[src/rtl/rns_maxpool_ctrl.sv]
// -----------------------------------------------------------------------------
// rns_maxpool_ctrl
//   Sequential max-pooling controller for RNS-encoded activations in the
//   moduli set {2^N, 2^N+1, 2^N-1}. Beats arrive on a valid/ready stream. Each
//   window is folded into a running maximum with one shared comparator
//   (comp). One maximum triplet per window leaves on a valid/ready output.
//
//   Optional feature macro: RNS_MAXPOOL_IDX_EN
//     When defined, it adds out_idx, the 0-based position of the maximum
//     within the window. On ties the earliest position is reported.
//
// Ports
//   clk, rst              clock (rising edge), async active-high reset
//   in_valid / in_ready   input handshake; in_ready = (state != OUT)
//   in_r1 / in_r2 / in_r3 residues mod 2^N, 2^N+1, 2^N-1
//   in_last               closes the current window on this beat
//   out_valid / out_ready output handshake
//   out_r1 / out_r2 / out_r3  window maximum residues
//   busy                  a window is partially accumulated
//   out_idx [CW-1:0]      (RNS_MAXPOOL_IDX_EN only) beat index of the maximum
// -----------------------------------------------------------------------------

// Combinational RNS magnitude comparator: o_gt = X(b) > X(a), where X is the
// CRT-decoded integer in [0, 2^N(2^N+1)(2^N-1)).
module comp #(
  parameter int N = 5
) (
  input  logic [N-1:0] i_a1,
  input  logic [N:0]   i_a2,
  input  logic [N-1:0] i_a3,
  input  logic [N-1:0] i_b1,
  input  logic [N:0]   i_b2,
  input  logic [N-1:0] i_b3,
  output logic         o_gt
);
  localparam int XW = 3*N + 2;
  localparam logic [XW-1:0] M1   = XW'(2**N);
  localparam logic [XW-1:0] M2   = XW'(2**N + 1);
  localparam logic [XW-1:0] M3   = XW'(2**N - 1);
  localparam logic [XW-1:0] HALF = XW'(2**(N-1));

  // Mixed-radix decode: X = r1 + 2^N*(a + (2^N+1)*b).
  //   2^N == -1 mod (2^N+1)  ->  a = (r1 - r2) mod (2^N+1)
  //   2^N ==  1 mod (2^N-1)  ->  y == (r3 - r1) mod (2^N-1)
  //   (2^N+1) == 2 mod (2^N-1), and 2^(N-1) is the inverse of 2
  //     ->  b = ((y - a) * 2^(N-1)) mod (2^N-1)
  function automatic logic [XW-1:0] decode(input logic [N-1:0] r1,
                                           input logic [N:0]   r2,
                                           input logic [N-1:0] r3);
    logic [XW-1:0] x1, x2, x3, a, c, b;
    x1 = XW'(r1);
    x2 = XW'(r2) % M2;
    x3 = XW'(r3) % M3;
    a  = (x1 + M2 - x2) % M2;
    c  = (x3 + M3 - (x1 % M3)) % M3;
    b  = (((c + M3 - (a % M3)) % M3) * HALF) % M3;
    return x1 + M1 * (a + M2 * b);
  endfunction

  logic [XW-1:0] w_xa, w_xb;

  always_comb begin
    w_xa = decode(i_a1, i_a2, i_a3);
    w_xb = decode(i_b1, i_b2, i_b3);
    o_gt = (w_xb > w_xa);
  end
endmodule

module rns_maxpool_ctrl #(
  parameter int N   = 5,
  parameter int WIN = 4,
  parameter int CW  = 4
) (
  input  logic         clk,
  input  logic         rst,
  input  logic         in_valid,
  output logic         in_ready,
  input  logic [N-1:0] in_r1,
  input  logic [N:0]   in_r2,
  input  logic [N-1:0] in_r3,
  input  logic         in_last,
  output logic         out_valid,
  input  logic         out_ready,
  output logic [N-1:0] out_r1,
  output logic [N:0]   out_r2,
  output logic [N-1:0] out_r3,
  output logic         busy
`ifdef RNS_MAXPOOL_IDX_EN
  , output logic [CW-1:0] out_idx
`endif
);

  typedef enum logic [1:0] {IDLE, ACC, OUT} state_t;

  state_t        r_state;
  logic [N-1:0]  r_acc1, r_acc3, r_out1, r_out3;
  logic [N:0]    r_acc2, r_out2;
  logic [CW-1:0] r_cnt;
  logic          r_out_valid;

  logic          w_in_gt;
  logic [N-1:0]  w_max1, w_max3;
  logic [N:0]    w_max2;
  logic [CW:0]   w_cnt_inc;
  logic          w_close;

`ifdef RNS_MAXPOOL_IDX_EN
  logic [CW-1:0] r_idx, r_out_idx;
  logic [CW-1:0] w_idx_nxt;
`endif

  // acc is operand 1 and the input is operand 2. A tie keeps acc.
  comp #(.N(N)) u_comp (
    .i_a1 (r_acc1), .i_a2 (r_acc2), .i_a3 (r_acc3),
    .i_b1 (in_r1),  .i_b2 (in_r2),  .i_b3 (in_r3),
    .o_gt (w_in_gt)
  );

  always_comb begin
    w_max1    = w_in_gt ? in_r1 : r_acc1;
    w_max2    = w_in_gt ? in_r2 : r_acc2;
    w_max3    = w_in_gt ? in_r3 : r_acc3;
    w_cnt_inc = {1'b0, r_cnt} + (CW+1)'(1);
    w_close   = in_last || (w_cnt_inc == (CW+1)'(WIN));
`ifdef RNS_MAXPOOL_IDX_EN
    // In ACC, r_cnt is the 0-based position of the beat being presented.
    w_idx_nxt = w_in_gt ? r_cnt : r_idx;
`endif
  end

  always_ff @(posedge clk or posedge rst) begin
    if (rst) begin
      r_state     <= IDLE;
      r_acc1      <= '0;
      r_acc2      <= '0;
      r_acc3      <= '0;
      r_out1      <= '0;
      r_out2      <= '0;
      r_out3      <= '0;
      r_cnt       <= '0;
      r_out_valid <= 1'b0;
`ifdef RNS_MAXPOOL_IDX_EN
      r_idx       <= '0;
      r_out_idx   <= '0;
`endif
    end else begin
      case (r_state)
        IDLE: begin
          if (in_valid) begin
            r_acc1 <= in_r1;
            r_acc2 <= in_r2;
            r_acc3 <= in_r3;
            r_cnt  <= CW'(1);
`ifdef RNS_MAXPOOL_IDX_EN
            r_idx  <= '0;
`endif
            if (in_last || (WIN == 1)) begin
              r_out1      <= in_r1;
              r_out2      <= in_r2;
              r_out3      <= in_r3;
              r_out_valid <= 1'b1;
              r_state     <= OUT;
`ifdef RNS_MAXPOOL_IDX_EN
              r_out_idx   <= '0;
`endif
            end else begin
              r_state <= ACC;
            end
          end
        end
        ACC: begin
          if (in_valid) begin
            r_acc1 <= w_max1;
            r_acc2 <= w_max2;
            r_acc3 <= w_max3;
`ifdef RNS_MAXPOOL_IDX_EN
            r_idx  <= w_idx_nxt;
`endif
            if (w_close) begin
              r_out1      <= w_max1;
              r_out2      <= w_max2;
              r_out3      <= w_max3;
              r_cnt       <= '0;
              r_out_valid <= 1'b1;
              r_state     <= OUT;
`ifdef RNS_MAXPOOL_IDX_EN
              r_out_idx   <= w_idx_nxt;
`endif
            end else begin
              r_cnt <= w_cnt_inc[CW-1:0];
            end
          end
        end
        OUT: begin
          if (out_ready) begin
            r_out_valid <= 1'b0;
            r_state     <= IDLE;
          end
        end
        default: r_state <= IDLE;
      endcase
    end
  end

  assign in_ready  = (r_state != OUT);
  assign busy      = (r_state == ACC);
  assign out_valid = r_out_valid;
  assign out_r1    = r_out1;
  assign out_r2    = r_out2;
  assign out_r3    = r_out3;
`ifdef RNS_MAXPOOL_IDX_EN
  assign out_idx   = r_out_idx;
`endif

endmodule

[config.mk]
export PLATFORM = sky130hd
export DESIGN_NAME = rns_maxpool_ctrl
export DESIGN_NICKNAME = d
export VERILOG_FILES = /design/src/rtl/rns_maxpool_ctrl.sv
export SDC_FILE = /design/constraint.sdc
export NUM_CORES = 1
export LEC_CHECK = 0
export CAP_MARGIN = 20
export CELL_PAD_IN_SITES_DETAIL_PLACEMENT = 0
export CELL_PAD_IN_SITES_GLOBAL_PLACEMENT = 1
export CORE_UTILIZATION = 25
export DETAILED_ROUTE_END_ITERATION = 10
export MAX_ROUTING_LAYER = met4
export PLACE_DENSITY_LB_ADDON = 0.1
export SKIP_LAST_GASP = 1
export SLEW_MARGIN = 20
export SYNTH_ARGS = -nofsm -noshare
export SYNTH_HDL_FRONTEND = slang
export SYNTH_SLANG_ARGS = --single-unit
[constraint.sdc]
create_clock -name clk -period 57.5 [get_ports clk]
set_input_delay 14.375 -clock clk [delete_from_list [all_inputs] [get_ports clk]]
set_output_delay 14.375 -clock clk [all_outputs]
set_load 0.01 [all_outputs]
### Word level (Yosys, flattened, before mapping)

Cells that the tools add are included.

| word-level totals | value |
|---|---|
| bits in registers | 39 |
| output and inout bits | 19 |

| operators by class | value |
|---|---|
| mux-type cells | 43 |
| $mul | 2 |
| reduce and logical (&&, ||, !) cells | 8 |
| eq/ne operators | 9 |
| magnitude comparators | 1 |
| add/sub/neg operators | 17 |
| divide/modulo/power cells | 16 |

Operators with widths:

| operator | count |
|---|---|
| $mod A17 B5 Y17 const B | 8 |
| $sub A17 B17 Y17 | 6 |
| $mux W5 | 14 |
| $add A17 B5 Y17 const B | 4 |
| $mod A5 B5 Y17 const B | 4 |
| $mux W6 | 7 |
| $pmux W5 S2 | 4 |
| $add A5 B17 Y17 | 2 |
| $mod A17 B6 Y17 const B | 2 |
| $mod A6 B6 Y17 const B | 2 |
| $mul A6 B17 Y12 const A | 2 |
| $add A12 B12 Y12 | 2 |
| $pmux W6 S2 | 2 |
| $gt A17 B17 Y1 | 1 |
| $add A5 B6 Y7 const B | 2 |
| $mux W4 | 3 |
| $mux W2 | 5 |
| $ne A2 B2 Y1 const B | 5 |
| $pmux W4 S2 | 1 |
| $pmux W2 S3 | 1 |
| $reduce_and A6 Y1 | 1 |
| $add A4 B1 Y5 const B | 1 |
| $eq A5 B3 Y1 const B | 1 |
| $mux W1 | 5 |
| 11 further kinds | 11 |

### Depth between registers and ports, before layout

| depth | value |
|---|---|
| depth in word-level cells | 16 |
| mapped depth | 150 |
| mapped depth without buffers | 139 |

### By module

A second synthesis with hierarchy kept.

| second synthesis, totals | value |
|---|---|
| cell total of the unflattened synthesis | 3524 |
| area total of the unflattened synthesis | 25415.6 µm² |

By module, submodules not included:

| module | cells each | times used | area each (µm²) |
|---|---|---|---|
| comp | 3396 | 1 | 23560.1 |
| rns_maxpool_ctrl | 128 | 1 | 1855.5 |

### Worst setup path before layout

No wires, ideal clock.

| path | value |
|---|---|
| path type | input-to-reg |
| start | input port in_r2[1] |
| end | register r_acc1[1] |
| stages | 142 |
| setup time | 133 ps |
| setup slack | 14311 ps |
| data arrival time | 43056 ps |
| path through | inv_1 > ha_1 > or3_1 > o21a_1 > xnor2_1 > ha_1 > inv_1 > fa_1 > a211o_1 > a2111oi_2 > nor3_1 > nand2_1 > nand2_1 > xnor2_1 > o211ai_1 > or3_1 > nor3_1 > mux2_2 > [106 not listed] > ha_1 > inv_1 > o21bai_1 > a21oi_1 > o21bai_1 > a21oi_1 > xnor2_1 > xnor2_1 > xnor2_1 > ha_1 > nand4_1 > nor2_1 > nand3_1 > a21oi_1 > buf_1 > clkbuf_1 > mux2i_1 > o21ai_0 |

| between the ends | value |
|---|---|
| word-level cells in the longest chain between the ends | 14 |

Ends and longest elaborated chain:

| item | RTL line | RTL |
|---|---|---|
| start: declaration | 79 | `input logic [N:0] in_r2,` |
| $mod A6 B6 Y17 (*) | 52 | `x2 = XW'(r2) % M2;` |
| $sub A17 B17 Y17 (*) | 54 | `a = (x1 + M2 - x2) % M2;` |
| $mod A17 B6 Y17 (*) | 54 |  |
| $mod A17 B5 Y17 | 56 | `b = (((c + M3 - (a % M3)) % M3) * HALF) % M3;` |
| $sub A17 B17 Y17 | 56 |  |
| $mod A17 B5 Y17 (2 in series) | 56 |  |
| $mul A6 B17 Y12 | 57 | `return x1 + M1 * (a + M2 * b);` |
| $add A12 B12 Y12 (*) | 57 |  |
| $add A5 B17 Y17 (*) | 57 |  |
| $gt A17 B17 Y1 (*) | 65 | `o_gt = (w_xb > w_xa);` |
| $mux W5 (*) | 120 | `w_max1 = w_in_gt ? in_r1 : r_acc1;` |
| $mux W5 (*) | 172 | `if (in_valid) begin` |
| $pmux W5 S2 (*) | 147 | `case (r_state)` |
| end signal: assignment | 150 | `r_acc1 <= in_r1;` |
| end signal: assignment | 173 | `r_acc1 <= w_max1;` |
| end: declaration | 96 | `logic [N-1:0] r_acc1, r_acc3, r_out1, r_out3;` |

Every way passes the cells marked *; elsewhere a longest branch is shown, timed or not. The select of a mux whose other input is x is not followed.
A chain may end at the register's enable or synchronous reset.

### Worst setup path in the final report

| path | value |
|---|---|
| start | input port in_r2[1] |
| end | register r_acc3[0] |

| between the ends | value |
|---|---|
| word-level cells in the longest chain between the ends | 14 |

Ends and longest elaborated chain:

| item | RTL line | RTL |
|---|---|---|
| $mod A6 B6 Y17 (*) | 52 |  |
| $sub A17 B17 Y17 (*) | 54 |  |
| $mod A17 B6 Y17 (*) | 54 |  |
| $mod A17 B5 Y17 | 56 |  |
| $sub A17 B17 Y17 | 56 |  |
| $mod A17 B5 Y17 (2 in series) | 56 |  |
| $mul A6 B17 Y12 | 57 |  |
| $add A12 B12 Y12 (*) | 57 |  |
| $add A5 B17 Y17 (*) | 57 |  |
| $gt A17 B17 Y1 (*) | 65 |  |
| $mux W5 (*) | 122 | `w_max3 = w_in_gt ? in_r3 : r_acc3;` |
| $mux W5 (*) | 172 |  |
| $pmux W5 S2 (*) | 147 |  |
| end signal: assignment | 152 | `r_acc3 <= in_r3;` |
| end signal: assignment | 175 | `r_acc3 <= w_max3;` |
| end: declaration | 96 |  |

Marks and branches as above.

==> impl_metrics.env <==
export IMPL_rsz0062_at_grt="no"
export IMPL_yosysWarnings=0
export IMPL_synth_top_family_by_area="compound AO/OA/AOI/OAI gates"
export IMPL_max_freq_ghz=0.0207
export IMPL_holdCritPathClass="flip-flop to flip-flop"
export IMPL_start_kind="input pin"
export IMPL_grt_first_pass_wirelength_mm=149
export IMPL_multiInputGateArea_um2=24500
export IMPL_place_gp_congestion=0.814
export IMPL_drive_gt1_share_pct=6.63
export IMPL_cts_sinks=39
export IMPL_yosysSeqAreaShare_pct=3.65
export IMPL_vias=28600
export IMPL_antenna_found_initial=1
export IMPL_cts_root_buffer="clkbuf_16"
export IMPL_synth_ff_type="dfrtp_1"
export IMPL_drt_initial_drc_count=1500
export IMPL_cts_hold_buffers_added=0
export IMPL_cts_resized=0
export IMPL_chipHeight_um=329
export IMPL_cts_tree="yes"
export IMPL_die_x_um=329
export IMPL_synth_cell_type_count=148
export IMPL_dp_hpwl_mm=74.2
export IMPL_critical_path_required_ns=57.66
export IMPL_synth_mux_area_share_pct=4.77
export IMPL_first_pass_iters=8
export IMPL_wl_per_cell_um=17.6
export IMPL_worst_pin_slew_ns=1.00
export IMPL_start_util_pct=25.3
export IMPL_fp_dieArea_um2=108000
export IMPL_finalSetupTns_ns=0
export IMPL_boundaryPins=40
export IMPL_fin_crit_sh_pct=84.1
export IMPL_cts_buffer_depth=2
export IMPL_cts_clk_slew_worst_paths_ns=0.07
export IMPL_postRouteWirelength_mm=89.8
export IMPL_row_count=119
export IMPL_crit_arrival_ns=48.50
export IMPL_synth_xor_area_share_pct=7.76
export IMPL_r2r_end="r_acc3[0]"
export IMPL_slew_viol_final=0
export IMPL_syn_nets=4043
export IMPL_crit_fanout=19
export IMPL_hold_viol_final=0
export IMPL_r2r_start="r_acc2[1]"
export IMPL_syn2layout_area_growth_pct=6.72
export IMPL_ys_ff_latch=39
export IMPL_skew_ns=0.00860
export IMPL_post_cts_setup_buffers=0
export IMPL_grt_pass1_vias=27700
export IMPL_r2r_slack_ns=22.00
export IMPL_ys_async_sr_fraction_pct=100
export IMPL_port_buffers=39
export IMPL_grtUsageTotal_pct=16.6
export IMPL_fin_util_pct=27.0
export IMPL_postRouteAntennaNets=0
export IMPL_nFillCells=11800
export IMPL_syn_area_um2=26700
export IMPL_diodes=0
export IMPL_endpoint="r_acc3[0]"
export IMPL_core_region_area_um2=106000
export IMPL_clk_latency_ns=0.29
export IMPL_synthAdderAreaFrac_pct=12.4
export IMPL_vias_per_cell=5.60
export IMPL_cpMostUsedCell="ha_1"
export IMPL_outcome="complete, but fails checks"
export IMPL_grt_ovfl_total=0
export IMPL_seqCellArea_um2=976
export IMPL_worstSetupPathType="input pin to flip-flop"
export IMPL_synth_area_per_cell_um2=7.09
export IMPL_maxSlewHeadroom_pct=32.3
export IMPL_grt_max_degree=42
export IMPL_violations="DRC"
export IMPL_fin_nets=3982
export IMPL_netlist_instances=3770
export IMPL_setup_viol=0
export IMPL_drc=1
export IMPL_slowest_stage="a2111oi_1"
export IMPL_synth_edf_count=0
export IMPL_cp_end_kind="flip-flop"
export IMPL_cap_viol_max_count=0
export IMPL_reg2reg_depth=137
export IMPL_slowest_delay_ns=0.90
export IMPL_synthSimpleGateAreaFrac_pct=27.1
export IMPL_startpoint="in_r2[1]"
export IMPL_synth_compound_area_share_pct=39.5
export IMPL_numCtsBuffers=5
export IMPL_period_minus_slack_ns=48.34
export IMPL_htree_levels=2
## synthesized netlist by cell type, types with 44 or more instances
cell type  count  area [µm²]
nor3_1       137         686
nand2b_1      44         275
and2_1        74         463
o31ai_1       44         330
o21ai_0      189         946
xnor2_1      182        1590
inv_1        177         664
mux2i_1       77         771
a21o_1        64         480
nor2_1       335        1260
o21a_1        68         510
o211ai_1      76         571
clkbuf_1      63         236
and3_1        58         363
ha_1         236        2950
a31oi_1       54         338
a21oi_1      255        1280
xor2_1        44         385
a211oi_1      59         443
or3_1         51         319
nand2_1      288        1080
nand3_1      134         671
nand4_1       51         319
## cells in the final DEF (no fill, tap or decap), types with 59 or more instances in the layout
master	count
nor2_1	334
nand2_1	288
a21oi_1	254
ha_1	236
o21ai_0	189
xnor2_1	182
inv_1	176
nor3_1	137
nand3_1	134
mux2i_1	77
o211ai_1	76
and2_1	74
o21a_1	68
a21o_1	64
a211oi_1	59
## metrics by stage
stage               setup WS (ns)  cell area, µm²  hold slack, ns  std cells
floorplan                   14.31           26700           0.475       3770
global placement             9.09           28400           0.506       5092
detailed placement           9.11           28400           0.507       5092
CTS                          9.18           28500           0.523       5100
global route                 5.95           28500           0.573       5101
finish                       9.16           28500           0.514       5101
## state kept, by name, summed over array words and instances (netlist names)
register   flops
out_r3         5
out_valid      1
out_r2         6
r_acc3         5
r_state        2
out_r1         5
r_acc1         5
r_cnt          4
r_acc2         6
## metal layers
metal	GRT usage [%]	vias to the layer above	wire length, µm
li1	-	14500	-
met1	22.2	13500	44400
met2	28.6	426	43000
met3	0.331	71	1470
met4	1.77	0	851
met5	-	-	0
## how the worst min path moves through the flow
stage	startpoint	end	slack (ns)	cells past startpoint
final	r_cnt[1]	r_cnt[1]	0.51	2
after global routing	out_r3[2]	out_r3[2]	0.57	2
after CTS	r_cnt[1]	r_cnt[1]	0.52	2
after detailed placement	r_cnt[1]	r_cnt[1]	0.51	2
after global placement	r_cnt[1]	r_cnt[1]	0.51	2
after floorplan	r_cnt[1]	r_cnt[1]	0.48	2
## critical path, delay by kind of cell
family | cells | cell delay [ns]
buffers and inverters | 14 | 1.89
adders and majority gates | 19 | 5.40
and+or+nand+nor | 29 | 6.90
xor gates and xnor gates | 12 | 2.50
AOI/OAI and AO/OA | 61 | 16.10
muxes | 4 | 1.30
## cells by family (layout without fill, tap and decap cells)
logic type	after synthesis	count (layout)
simple gates	1402	1402
mux	118	118
fa+ha+maj	255	255
compound gates	1423	1423
flops	39	39
buf+inv	303	243
xor+xnor	230	230
## final cells by class
class / instances / area share [%]
tap: 1391 / 6.10
sequential: 39 / 3.42
clock buffer: 6 / 0.487
inverter: 183 / 2.41
clock inverter: 2 / 0.0570
multi-input combinational: 3428 / 85.8
timing repair buffer: 52 / 1.70
Power is left out: the tool's default activity adds up to more than one toggle a clock period on the data nets, which glitch-free logic cannot reach.
